**src/rtl/traffic_signal_timed_if.sv**
```systemverilog
// traffic_signal_timed_if
//   Groups the intersection sensor inputs and lamp-driver outputs into one bus.
//   master : sensor/lamp-driver side (drives X, ped_req; receives lamps)
//   slave  : controller side (receives X, ped_req; drives lamps and phase)
//   X        country-road vehicle present (level)
//   ped_req  pedestrian crossing request (pulse or level)
//   hwy      highway lamp, 2'd0 RED / 2'd1 YELLOW / 2'd2 GREEN
//   cny      country lamp, same encoding
//   walk     pedestrian walk lamp
//   phase    current controller state code, debug only
interface traffic_signal_timed_if;
   logic       X;
   logic       ped_req;
   logic [1:0] hwy;
   logic [1:0] cny;
   logic       walk;
   logic [2:0] phase;

   modport master (
      output X,
      output ped_req,
      input  hwy,
      input  cny,
      input  walk,
      input  phase
   );

   modport slave (
      input  X,
      input  ped_req,
      output hwy,
      output cny,
      output walk,
      output phase
   );
endinterface

```
**src/rtl/traffic_signal_timed.sv**
```systemverilog
// traffic_signal_timed
//   Highway/country-road intersection controller with a dwell timer, highway
//   minimum green, country maximum green, all-red clearance both ways and a
//   latched pedestrian walk phase served during country green.
//   clk    system clock, all state on the rising edge
//   reset  synchronous, active-high
//   bus    slave side of traffic_signal_timed_if (X, ped_req in; hwy, cny,
//          walk, phase out). Outputs are a Moore decode of registered state.
module traffic_signal_timed #(
   parameter int unsigned Y2R_DELAY     = 2,
   parameter int unsigned R2G_DELAY     = 3,
   parameter int unsigned HWY_MIN_GREEN = 4,
   parameter int unsigned CNY_MAX_GREEN = 8,
   parameter int unsigned PED_WALK      = 5,
   parameter int unsigned TW            = 8
) (
   input  logic                 clk,
   input  logic                 reset,
   traffic_signal_timed_if.slave bus
);

   localparam logic [2:0] S0_HWY_GREEN   = 3'd0;
   localparam logic [2:0] S1_HWY_YELLOW  = 3'd1;
   localparam logic [2:0] S2_ALL_RED_CNY = 3'd2;
   localparam logic [2:0] S3_CNY_GREEN   = 3'd3;
   localparam logic [2:0] S4_CNY_YELLOW  = 3'd4;
   localparam logic [2:0] S5_ALL_RED_HWY = 3'd5;

   localparam logic [1:0] RED    = 2'd0;
   localparam logic [1:0] YELLOW = 2'd1;
   localparam logic [1:0] GREEN  = 2'd2;

   // Timer value seen during the last cycle of each timed phase.
   localparam logic [TW-1:0] Y2R_LAST     = TW'(Y2R_DELAY - 1);
   localparam logic [TW-1:0] R2G_LAST     = TW'(R2G_DELAY - 1);
   localparam logic [TW-1:0] HWY_MIN_LAST = TW'(HWY_MIN_GREEN - 1);
   localparam logic [TW-1:0] CNY_MAX_LAST = TW'(CNY_MAX_GREEN - 1);
   localparam logic [TW-1:0] PED_LAST     = TW'(PED_WALK - 1);

   logic [2:0]    state_q, state_d;
   logic [TW-1:0] timer_q, timer_d;
   logic          ped_pending_q, ped_pending_d;
   logic          walk_active_q, walk_active_d;
   logic          enter_cny, leave_cny;

   always_comb begin
      state_d = state_q;
      case (state_q)
         S0_HWY_GREEN:
            if ((timer_q >= HWY_MIN_LAST) && (bus.X || ped_pending_q))
               state_d = S1_HWY_YELLOW;
         S1_HWY_YELLOW:
            if (timer_q == Y2R_LAST) state_d = S2_ALL_RED_CNY;
         S2_ALL_RED_CNY:
            if (timer_q == R2G_LAST) state_d = S3_CNY_GREEN;
         S3_CNY_GREEN: begin
            // Max green forces exit; otherwise leave once traffic is gone,
            // unless a walk is still inside its minimum time.
            if (timer_q == CNY_MAX_LAST)
               state_d = S4_CNY_YELLOW;
            else if (!bus.X && !(walk_active_q && (timer_q < PED_LAST)))
               state_d = S4_CNY_YELLOW;
         end
         S4_CNY_YELLOW:
            if (timer_q == Y2R_LAST) state_d = S5_ALL_RED_HWY;
         S5_ALL_RED_HWY:
            if (timer_q == R2G_LAST) state_d = S0_HWY_GREEN;
         default:
            state_d = S0_HWY_GREEN;
      endcase
   end

   assign enter_cny = (state_q == S2_ALL_RED_CNY) && (state_d == S3_CNY_GREEN);
   assign leave_cny = (state_q == S3_CNY_GREEN) && (state_d != S3_CNY_GREEN);

   always_comb begin
      timer_d = '0;
      if (state_d == state_q)
         timer_d = (timer_q == '1) ? timer_q : timer_q + 1'b1;
   end

   // A request landing on the S2->S3 edge is folded straight into this walk;
   // one landing during S3 stays pending for the next country phase.
   always_comb begin
      ped_pending_d = ped_pending_q | bus.ped_req;
      walk_active_d = walk_active_q;
      if (enter_cny) begin
         walk_active_d = ped_pending_q | bus.ped_req;
         ped_pending_d = 1'b0;
      end else if (leave_cny) begin
         walk_active_d = 1'b0;
      end
   end

   always_ff @(posedge clk) begin
      if (reset) begin
         state_q       <= S0_HWY_GREEN;
         timer_q       <= '0;
         ped_pending_q <= 1'b0;
         walk_active_q <= 1'b0;
      end else begin
         state_q       <= state_d;
         timer_q       <= timer_d;
         ped_pending_q <= ped_pending_d;
         walk_active_q <= walk_active_d;
      end
   end

   always_comb begin
      bus.hwy   = RED;
      bus.cny   = RED;
      bus.walk  = 1'b0;
      bus.phase = state_q;
      case (state_q)
         S0_HWY_GREEN:  bus.hwy = GREEN;
         S1_HWY_YELLOW: bus.hwy = YELLOW;
         S3_CNY_GREEN: begin
            bus.cny  = GREEN;
            bus.walk = walk_active_q;
         end
         S4_CNY_YELLOW: bus.cny = YELLOW;
         default: ;
      endcase
   end

endmodule

```
**src/flat_wrapper.sv**
```systemverilog
// flat-port wrapper written by rule: the top's interface ports become plain ports
module traffic_signal_timed_flat 
#(
   parameter int unsigned Y2R_DELAY     = 2,
   parameter int unsigned R2G_DELAY     = 3,
   parameter int unsigned HWY_MIN_GREEN = 4,
   parameter int unsigned CNY_MAX_GREEN = 8,
   parameter int unsigned PED_WALK      = 5,
   parameter int unsigned TW            = 8
)
  (clk, reset, bus_X, bus_ped_req, bus_hwy, bus_cny, bus_walk, bus_phase);
  traffic_signal_timed_if bus_i ();
  input  logic clk;
  input  logic reset;
  input wire logic [$bits(bus_i.X)-1:0] bus_X;
  input wire logic [$bits(bus_i.ped_req)-1:0] bus_ped_req;
  output wire logic [$bits(bus_i.hwy)-1:0] bus_hwy;
  output wire logic [$bits(bus_i.cny)-1:0] bus_cny;
  output wire logic [$bits(bus_i.walk)-1:0] bus_walk;
  output wire logic [$bits(bus_i.phase)-1:0] bus_phase;
  assign bus_i.X = bus_X;
  assign bus_i.ped_req = bus_ped_req;
  assign bus_hwy = bus_i.hwy;
  assign bus_cny = bus_i.cny;
  assign bus_walk = bus_i.walk;
  assign bus_phase = bus_i.phase;
  traffic_signal_timed #(.Y2R_DELAY(Y2R_DELAY), .R2G_DELAY(R2G_DELAY), .HWY_MIN_GREEN(HWY_MIN_GREEN), .CNY_MAX_GREEN(CNY_MAX_GREEN), .PED_WALK(PED_WALK), .TW(TW)) u_core (.clk(clk), .reset(reset), .bus(bus_i));
endmodule
```
**config.mk**
```make
export PLATFORM = sky130hd
export DESIGN_NAME = traffic_signal_timed_flat
export DESIGN_NICKNAME = d
export VERILOG_FILES = /design/src/rtl/traffic_signal_timed_if.sv /design/src/rtl/traffic_signal_timed.sv /design/src/flat_wrapper.sv
export SDC_FILE = /design/constraint.sdc
export NUM_CORES = 1
export LEC_CHECK = 0
export ABC_AREA = 1
export BUFFER_PORTS_ARGS = -buffer_cell sky130_fd_sc_hd__buf_2
export CORE_UTILIZATION = 54
export CTS_CLUSTER_DIAMETER = 50
export DETAILED_ROUTE_END_ITERATION = 12
export PLACE_DENSITY_LB_ADDON = 0.3
export SLEW_MARGIN = 20
export SYNTH_ARGS = -nofsm -noshare
export SYNTH_HDL_FRONTEND = slang
export SYNTH_SLANG_ARGS = --single-unit
export TNS_END_PERCENT = 30
```
**constraint.sdc**
```tcl
create_clock -name clk -period 1.8 [get_ports clk]
set_input_delay 0.27 -clock clk [delete_from_list [all_inputs] [get_ports clk]]
set_output_delay 0.27 -clock clk [all_outputs]
set_load 0.01 [all_outputs]
```
==> metrics.txt, run 1 <==
period utilization=0.907; Critical Path Fanout Max=6; Fin Hold WS=209 ps; CTS Sinks=13; DR pass1 iterations=4; antenna fix cells=0; RSZ-0062 raised after global routing=no; cells on worst reg2reg path=11; synth unique cells=25; M1 WL=869 µm; Reg clk slew, reported paths=90 ps; initial antenna violation count=0; sequential area share after synthesis=0.310; adder-cell share of the synthesized area=0.0448; CTS tree=built; I/O Buffers=11; CP Class=reg -> out; Row Count=13; Final TNS setup=0 ps; area grow syn2layout=12.5%; Synth Area in XOR/XNOR=0.0313; sum of buffers and inverters on the critical path=2; final WL=1740 µm; largest net degree at the start of global routing=9; Final Slew Violations=0; P_leak=0.000430 µW; # IOs=12; syn_nets=approximately 120; WHS Path Cells=2; gpl congestion=0.878; H-tree Lvls=1; Setup-failing EPs final=0; CP arrival=about 1400 ps; Slowest-stage cell, CP=dfxtp_1; main combinational cell family by area after synthesis=simple AND/OR/NAND/NOR gates; Placed Cells=about 140; crit path time final=1630 ps; Worst path depth=4; mapped cell area=between 800 and 900 µm²; ratio of cells with drive above 1 in the final layout=0.292; Die Wd=41.4 µm; vias in the first global route=729; fin cells=145; Cell Pwr Density=a little over 800 nW/µm²; Peak supply drop=0.503 mV; post-synth top area cell=dfxtp_1; Initial Util=0.614; postcts setup bufs=0; die area=between 1500 and 2000 µm²; Worst Tran Pin Value=304 ps; Rel. slew slack=0.797; crit-path max cell delay=480 ps; top routing layer in use=met4; Synth Area in Simple Gates=0.481; nets@finish=approximately 140; #FFs+latches synth=13; Compound-Gate Fraction of Synth Area=0.0657; Clock Latency Late Sink=between 200 and 300 ps; DR WL met2=804 µm; ANT nets after route=0; crit-path cells=inv_2 > nor3_4 > and2_1 > buf_2; DR vias=773; Setup crit start kind=register; CTS Buffer Depth=2; CP endpoint kind=primary output; DRT iter0 DRCs=10; Die H=41.4 µm; All-Layer GR Usage=0.230; Layout fillers=121; final hold violation count=0; Critical Path RT=1530 ps; Core ar.=1370 µm²; WL/cell=about 12 µm; post-DP HPWL=1320 µm; max cap viols=0; largest cells by area after synthesis=dfxtp_1 31%, nor3_2 11%, nand2_1 10%; Top Family by Delay on Critical Path=flip-flops; Synth Warn #=0; post-synthesis mux area share=0; area fraction of the dominant cell type after synthesis=0.310; area of the multi-input gates=524 µm²; Max Clock Freq=612 MHz; skew final=about 0.4 ps; grt total ovfl=0; post-synthesis cell count=115; outcome=complete, no violations; first-pass GRT wire length=3070 µm; Reg area=263 µm²; DRC Markers=0; Via density=approximately 5.3; Syn Area/Cell=approximately 7.3 µm²; routed wl met3=51 µm; Num CTS Buffers=3; Hold Path Class=in -> reg; Root Driver=clkbuf_4
==> worst register-to-register path, cell delays in order (launching register included) <==
cell      delay [ps]
dfxtp_2          370
ha_1             180
nand2_1           60
inv_1             80
nand4_1          140
nor2_2           210
nand2_2          110
clkinv_1          90
nand2_1           50
o21ai_0           60
inv_1             70
nor3_2           140
==> metrics by stage <==
| stage | utilization | power (µW) | cell area [µm²] | setup slack (ps) |
|---|---|---|---|---|
| global route | 0.690 | 830 | 943 | 15.3 |
| finish | 0.690 | 783 | 943 | 167 |
| detailed placement | 0.668 | 593 | 912 | 140 |
| CTS | 0.687 | 777 | 938 | 106 |
| floorplan | - | 532 | 838 | 356 |
| global placement | 0.668 | 585 | 912 | 179 |
==> layout make-up <==
class	instances	share of cell area
Tap cell	15	0.0199
Timing Repair Buffer	11	0.0584
Inverter	15	0.0597
Multi-Input combinational cell	87	0.556
Sequential cell	13	0.279
Clock buffer	4	0.0279
==> cell families after synthesis <==
logic type / Yosys count
flops: 13
compound gates: 10
simple gates: 71
buf+inv: 15
xor+xnor: 3
fa+ha+maj: 3
==> Yosys cell counts <==
cell type / number
a211oi_1: 1
a21oi_1: 4
and2_1: 1
clkinv_1: 1
dfxtp_1: 13
ha_1: 3
inv_1: 13
inv_2: 1
nand2_1: 23
nand2_2: 1
nand2_4: 1
nand3_1: 4
nand3_2: 2
nand4_1: 3
nor2_1: 15
nor2_2: 5
nor3_1: 4
nor3_2: 9
nor3_4: 1
nor3b_1: 1
nor3b_2: 1
o21ai_0: 4
o31ai_1: 1
xnor2_1: 1
xor2_1: 2
==> final timing paths <==
kind                     endpoint  slack [ps]                  from
max                      bus_walk         170   u_core.bus.phase[1]
min           u_core.bus.phase[1]         210                 reset
max reg2reg     u_core.timer_q[1]         170     u_core.timer_q[1]
min reg2reg  u_core.walk_active_q         540  u_core.walk_active_q
==> sequential cells by signal (all words and copies together), names as in the netlist <==
signal                flops
u_core.walk_active_q      1
u_core.ped_pending_q      1
u_core.timer_q            8
u_core.bus.phase          3
==> routing by layer <==
layer  vias to the layer above  track usage
li1                        403            -
met1                       353        0.311
met2                        15        0.359
met3                         2       0.0391
met4                         0       0.0968
met5                         -            0
==> cells in the final DEF, fill, tap and decap left out <==
cell type | Yosys | final
a211oi_1 | 1 | 1
a21oi_1 | 4 | 4
and2_1 | 1 | 1
buf_2 | 0 | 11
clkbuf_1 | 0 | 1
clkbuf_4 | 0 | 3
clkinv_1 | 1 | 1
dfxtp_1 | 13 | 11
dfxtp_2 | 0 | 2
ha_1 | 3 | 3
inv_1 | 13 | 13
inv_2 | 1 | 1
nand2_1 | 23 | 22
nand2_2 | 1 | 2
nand2_4 | 1 | 1
nand3_1 | 4 | 4
nand3_2 | 2 | 2
nand4_1 | 3 | 3
nor2_1 | 15 | 15
nor2_2 | 5 | 5
nor3_1 | 4 | 4
nor3_2 | 9 | 9
nor3_4 | 1 | 1
nor3b_1 | 1 | 1
nor3b_2 | 1 | 1
o21ai_0 | 4 | 4
o31ai_1 | 1 | 1
xnor2_1 | 1 | 1
xor2_1 | 2 | 2
==> repair_timing <==
| item | 4_1_cts | 5_1_grt |
|---|---|---|
| hold buffers | 0 | 0 |
| setup endpoints to repair | 0 | 2 |
| gates resized for setup | 0 | 3 |
==> report_power, final <==
group          internal (µW)  switching (µW)  leakage (µW)
sequential               320            37.0      0.000106
combinational           86.5             147      0.000309
clock                   86.0             108     0.0000150
Power figures use the tool's default switching activity.
==> run 2, diff against run 1 <==
- CORE_UTILIZATION: 54 -> 58
- clock period: 1.8 -> 1.9 ns (I/O delays scaled with it)
==> run 2 against run 1 <==
Worst setup slack better by 56 ps. First-iteration DRC count grew to 3.1 times the previous value. Sequential power shrank 7.0%. Clock power down 7%. Cell area decreased by 0.53%. Count of clock-buffer cells in the layout unchanged. Clock skew increased by 2.5 ps. Register-to-register slack better by 60 ps. Hold slack improved by 19 ps. Die area fell by 6.6%. Critical path depth is 7 higher. Combinational power shrank 5%. Critical path type is now reg -> reg. Highest routed layer unchanged.
==> metrics.txt, run 2 (synthesis results as in run 1) <==
outcome=complete, no violations (unchanged); # resized after CTS=0 (unchanged); CTS Sinks=13 (unchanged); Rel. slew slack=0.785 (was 0.797); Critical Path Fanout Max=5 (was 6); most common cell after layout, fill and taps aside=nand2_1 (unchanged); crit-path max cell delay=410 ps (was 480 ps); CP endpoint kind=register (was primary output); Num CTS Buffers=3 (unchanged); DRT iter0 DRCs=31 (was 10); RSZ-0062 raised after global routing=no (unchanged); crit-path cells=ha_1 > nand2_1 > inv_1 > nand4_1 > nor2_2 > nand2_1 > clkinv_1 > nand2_1 > o21ai_0 > inv_1 > nor3_2 (was inv_2 > nor3_4 > and2_1 > buf_2); largest net degree at the start of global routing=9 (unchanged); Final TNS setup=0 ps (unchanged); CTS Buffer Depth=2 (unchanged); Die H=40.0 µm (was 41.4 µm); first-pass GRT wire length=2680 µm (was 3070 µm); Hold Path Class=in -> reg (unchanged); Initial Util=0.636 (was 0.614); DR pass1 iterations=4 (unchanged); area grow syn2layout=11.9% (was 12.5%); antenna fix cells=0 (unchanged); # IOs=12 (unchanged); Largest register FFs=8 (unchanged); Final Slew Violations=0 (unchanged); final WL=1700 µm (was 1740 µm); All-Layer GR Usage=0.252 (was 0.230); post-DP HPWL=1320 µm (about the same); Setup-failing EPs final=0 (unchanged); max cap viols=0 (unchanged); Die Wd=40.0 µm (was 41.4 µm); Cell Pwr Density=782 nW/µm² (was 830 nW/µm²); ratio of cells with drive above 1 in the final layout=0.269 (was 0.292); Via density=5.52 (was 5.33); Root Driver=clkbuf_4 (unchanged); skew final=2.87 ps (was 0.399 ps); Top Family by Delay on Critical Path=simple AND/OR/NAND/NOR gates (was flip-flops); most frequent cells in the layout=23 x nand2_1, 15 x nor2_1, 13 x inv_1, 13 x dfxtp_1, 11 x buf_2 (was 22 x nand2_1, 15 x nor2_1, 13 x inv_1); period utilization=0.883; vias in the first global route=686 (was 729); Core ar.=1320 µm² (was 1370 µm²); Setup crit start kind=register (unchanged); Worst Tran Pin Value=323 ps (was 304 ps); postcts setup bufs=0 (unchanged); final hold violation count=0 (unchanged); Slowest-stage cell, CP=dfxtp_1 (unchanged); Layout fillers=115 (was 121); H-tree Lvls=1 (unchanged); ANT nets after route=0 (unchanged); hold buffer count at CTS=0 (unchanged); WL/cell=11.7 µm (was 12.0 µm); Placed Cells=141 (unchanged); grt total ovfl=0 (unchanged); Critical Path RT=2110 ps (was 1530 ps); die area=1600 µm² (was 1710 µm²); CTS tree=built (unchanged); Clock Latency Late Sink=280 ps (about the same); Row Count=13 (unchanged); Top reg by flops=u_core.timer_q (unchanged); I/O Buffers=11 (unchanged); Peak supply drop=0.575 mV (was 0.503 mV); gpl congestion=0.826 (was 0.878); fin cells=145 (unchanged); P_leak=0.000428 µW (was 0.000430 µW); CP arrival=1890 ps (was 1360 ps); CP Class=reg -> reg (was reg -> out); CP dominant cell by count=nand2_1; DRC Markers=0 (unchanged); crit path time final=1680 ps; DR vias=801 (was 773); Reg clk slew, reported paths=90 ps (about the same); nets@finish=138 (unchanged); Max Clock Freq=596 MHz; initial antenna violation count=0 (unchanged); sum of buffers and inverters on the critical path=3 (was 2)
run 2: cell counts in the layout (fill, tap and decap cells not counted):
No cell type changed its count.
run 2: metrics by stage:
| step | hold WS [ps] | worst slack, ps | power [µW] | instance area (µm²) | util |
|---|---|---|---|---|---|
| global route | 247 | 93.1 | 782 | 938 | 0.712 |
| CTS | 223 | 248 | 736 | 938 | 0.712 |
| floorplan | 354 | 456 | 504 | 838 | - |
| detailed placement | 518 | 270 | 563 | 912 | 0.692 |
| global placement | 518 | 328 | 551 | 912 | 0.692 |
| finish | 228 | 223 | 734 | 938 | 0.712 |
run 2: path summary, 6_finish.rpt:
| check | cells after the start | slack (ps) | startpoint | endpoint |
|---|---|---|---|---|
| setup / recovery | 11 | 220 | u_core.timer_q[1] | u_core.timer_q[1] |
| hold / removal | 2 | 230 | reset | u_core.bus.phase[0] |
| setup reg to reg | 11 | 220 | u_core.timer_q[1] | u_core.timer_q[1] |
| hold reg to reg | 2 | 530 | u_core.walk_active_q | u_core.walk_active_q |
run 2: final cells by class:
| cell class | count | area, µm² | area share |
|---|---|---|---|
| Clock buffer | 4 | 26.3 | 0.0280 |
| Inverter | 15 | 56.3 | 0.0600 |
| Multi-Input combinational cell | 87 | 522 | 0.556 |
| Sequential cell | 13 | 260 | 0.277 |
| Tap cell | 15 | 18.8 | 0.0200 |
| Timing Repair Buffer | 11 | 55.1 | 0.0587 |
run 2: metal layers:
layer | up-vias | wire length [µm] | GRT usage
met1 | 354 | 721 | 0.269
met5 | - | 0 | 0
met3 | 7 | 90 | 0.0333
met4 | 0 | 31 | 0.129
li1 | 408 | - | -
met2 | 32 | 854 | 0.472
run 2: where the power goes:
part	total [µW]	internal, µW	leakage [µW]	switching, µW
clock	180	81.5	0.0000150	98.2
combinational	222	83.2	0.000308	139
sequential	332	299	0.000106	33.0
total	734	464	0.000428	270
==> run 3, diff against run 2 <==
- CTS_BUF_LIST: not set -> sky130_fd_sc_hd__clkbuf_16
==> run 3 against run 2 <==
Count of clock-buffer cells in the layout shrank 1. Die area unchanged. Sequential power hardly changed. Final cell count is the same. Hold slack improved by 50 ps. Critical endpoint unchanged.
==> metrics.txt, run 3 (synthesis results as in run 1) <==
Critical Path RT=2070 ps (was 2110 ps); Slowest-stage cell, CP=dfxtp_1 (unchanged); Placed Area=912 µm² (unchanged); most frequent cells in the layout=23 x nand2_1, 15 x nor2_1, 14 x inv_1 (was 23 x nand2_1, 15 x nor2_1, 13 x inv_1, 13 x dfxtp_1, 11 x buf_2); Final TNS setup=0 ps (unchanged); Row Count=13 (unchanged); outcome=complete, no violations (unchanged); Reg clk slew, reported paths=40 ps (was 90 ps); Die Wd=40.0 µm (unchanged); Setup crit start kind=register (unchanged); first-pass GRT wire length=2760 µm (was 2680 µm); Top Family by Delay on Critical Path=simple AND/OR/NAND/NOR gates (unchanged); most common cell after layout, fill and taps aside=nand2_1 (unchanged); initial antenna violation count=0 (unchanged); sum of buffers and inverters on the critical path=3 (unchanged); hold buffer count at CTS=0 (unchanged); CP arrival=1860 ps (was 1890 ps); Cell Pwr Density=958 nW/µm² (was 782 nW/µm²); CP dominant cell by count=nand2_1 (unchanged); Pwr Total=949 µW (was 734 µW); ratio of cells with drive above 1 in the final layout=0.269 (unchanged); CTS Buffer Depth=2 (unchanged); Root Driver=clkbuf_16 (was clkbuf_4); final hold violation count=0 (unchanged); crit-path cells=ha_1 > nand2_1 > inv_1 > nand4_1 > nor2_2 > nand2_1 > clkinv_1 > nand2_1 > o21ai_0 > inv_1 > nor3_2 (unchanged); vias in the first global route=700 (was 686); CP Class=reg -> reg (unchanged); crit path time final=1690 ps (was 1680 ps); Num CTS Buffers=3 (unchanged); gpl congestion=0.826 (unchanged); # IOs=12 (unchanged); max cap viols=0 (unchanged); final WL=1800 µm (was 1700 µm); RSZ-0062 raised after global routing=no (unchanged); H-tree Lvls=1 (unchanged); DR pass1 iterations=4 (unchanged); Initial Util=0.636 (unchanged); die area=1600 µm² (unchanged); area grow syn2layout=18.2% (was 11.9%); Final Cell Area=991 µm² (was 938 µm²); DRC Markers=0 (unchanged); post-DP HPWL=1320 µm (unchanged); ANT nets after route=0 (unchanged); Max Clock Freq=592 MHz (was 596 MHz); grt total ovfl=0 (unchanged); nets@finish=138 (unchanged); Via density=5.53 (was 5.52); P_leak=0.000456 µW (was 0.000428 µW); # resized after CTS=0 (unchanged); Top reg by flops=u_core.timer_q (unchanged); largest net degree at the start of global routing=9 (unchanged); antenna fix cells=0 (unchanged); postcts setup bufs=0 (unchanged); CP endpoint kind=register (unchanged); CTS Sinks=13 (unchanged); Worst Tran Pin Value=324 ps (was 323 ps); WL/cell=12.4 µm (was 11.7 µm); period utilization=0.889 (was 0.883); skew final=3.79 ps (was 2.87 ps); crit-path max cell delay=390 ps (was 410 ps); All-Layer GR Usage=0.262 (was 0.252); Setup-failing EPs final=0 (unchanged); DR vias=802 (was 801); Critical Path Fanout Max=5 (unchanged); Die H=40.0 µm (unchanged); Fin Hold WS=277 ps (was 228 ps); CTS tree=built (unchanged); Hold Path Class=in -> reg (unchanged); Peak supply drop=0.698 mV (was 0.575 mV); Core ar.=1320 µm² (unchanged); Largest register FFs=8 (unchanged); DRT iter0 DRCs=26 (was 31); Final Slew Violations=0 (unchanged); Clock Latency Late Sink=240 ps (was 280 ps); Rel. slew slack=0.784 (was 0.785); I/O Buffers=11 (unchanged)
## run 3: path summary, 6_finish.rpt
| kind | cells past startpoint | startpoint | slack, ps | endpoint |
|---|---|---|---|---|
| max reg2reg | 11 | u_core.timer_q[1] | 210 | u_core.timer_q[1] |
| min reg2reg | 2 | u_core.walk_active_q | 530 | u_core.walk_active_q |
| min | 2 | reset | 280 | u_core.bus.phase[0] |
| max | 11 | u_core.timer_q[1] | 210 | u_core.timer_q[1] |
## run 3: worst reg2reg max path, stage by stage, from the launching register on
cell,delay [ps]
dfxtp_1,390
ha_1,220
nand2_1,80
inv_1,100
nand4_1,150
nor2_2,160
nand2_1,120
clkinv_1,90
nand2_1,40
o21ai_0,60
inv_1,60
nor3_2,140
## run 3: power breakdown
part | switching [µW] | internal (µW)
registers | 34.1 | 301
clock network | 110 | 277
logic | 144 | 83.3
total | 288 | 661
## run 3: per-stage QoR
stage / util / cells / setup WS [ps]
after floorplan: - / 115 / 456
after global placement: 0.692 / 141 / 328
after detailed placement: 0.692 / 141 / 270
after CTS: 0.752 / 145 / 216
after global routing: 0.752 / 145 / 89.9
final: 0.752 / 145 / 211
## run 3: area by class of cell
class                      count  area, µm²
clock buffer                   3       75.1
clock inverter                 1       3.75
fill                         111        327
inverter                      15       56.3
multi-input combinational     87        522
sequential                    13        260
tap                           15       18.8
timing repair buffer          11       55.1
## run 3: metal layers
layer	GRT usage	vias to the layer above	share of wire	routed length (µm)
met5	0	-	0	0
met4	0.129	0	0.020	36
met3	0.0500	6	0.045	81
met2	0.484	23	0.52	929
met1	0.279	364	0.42	748
li1	-	409	-	-
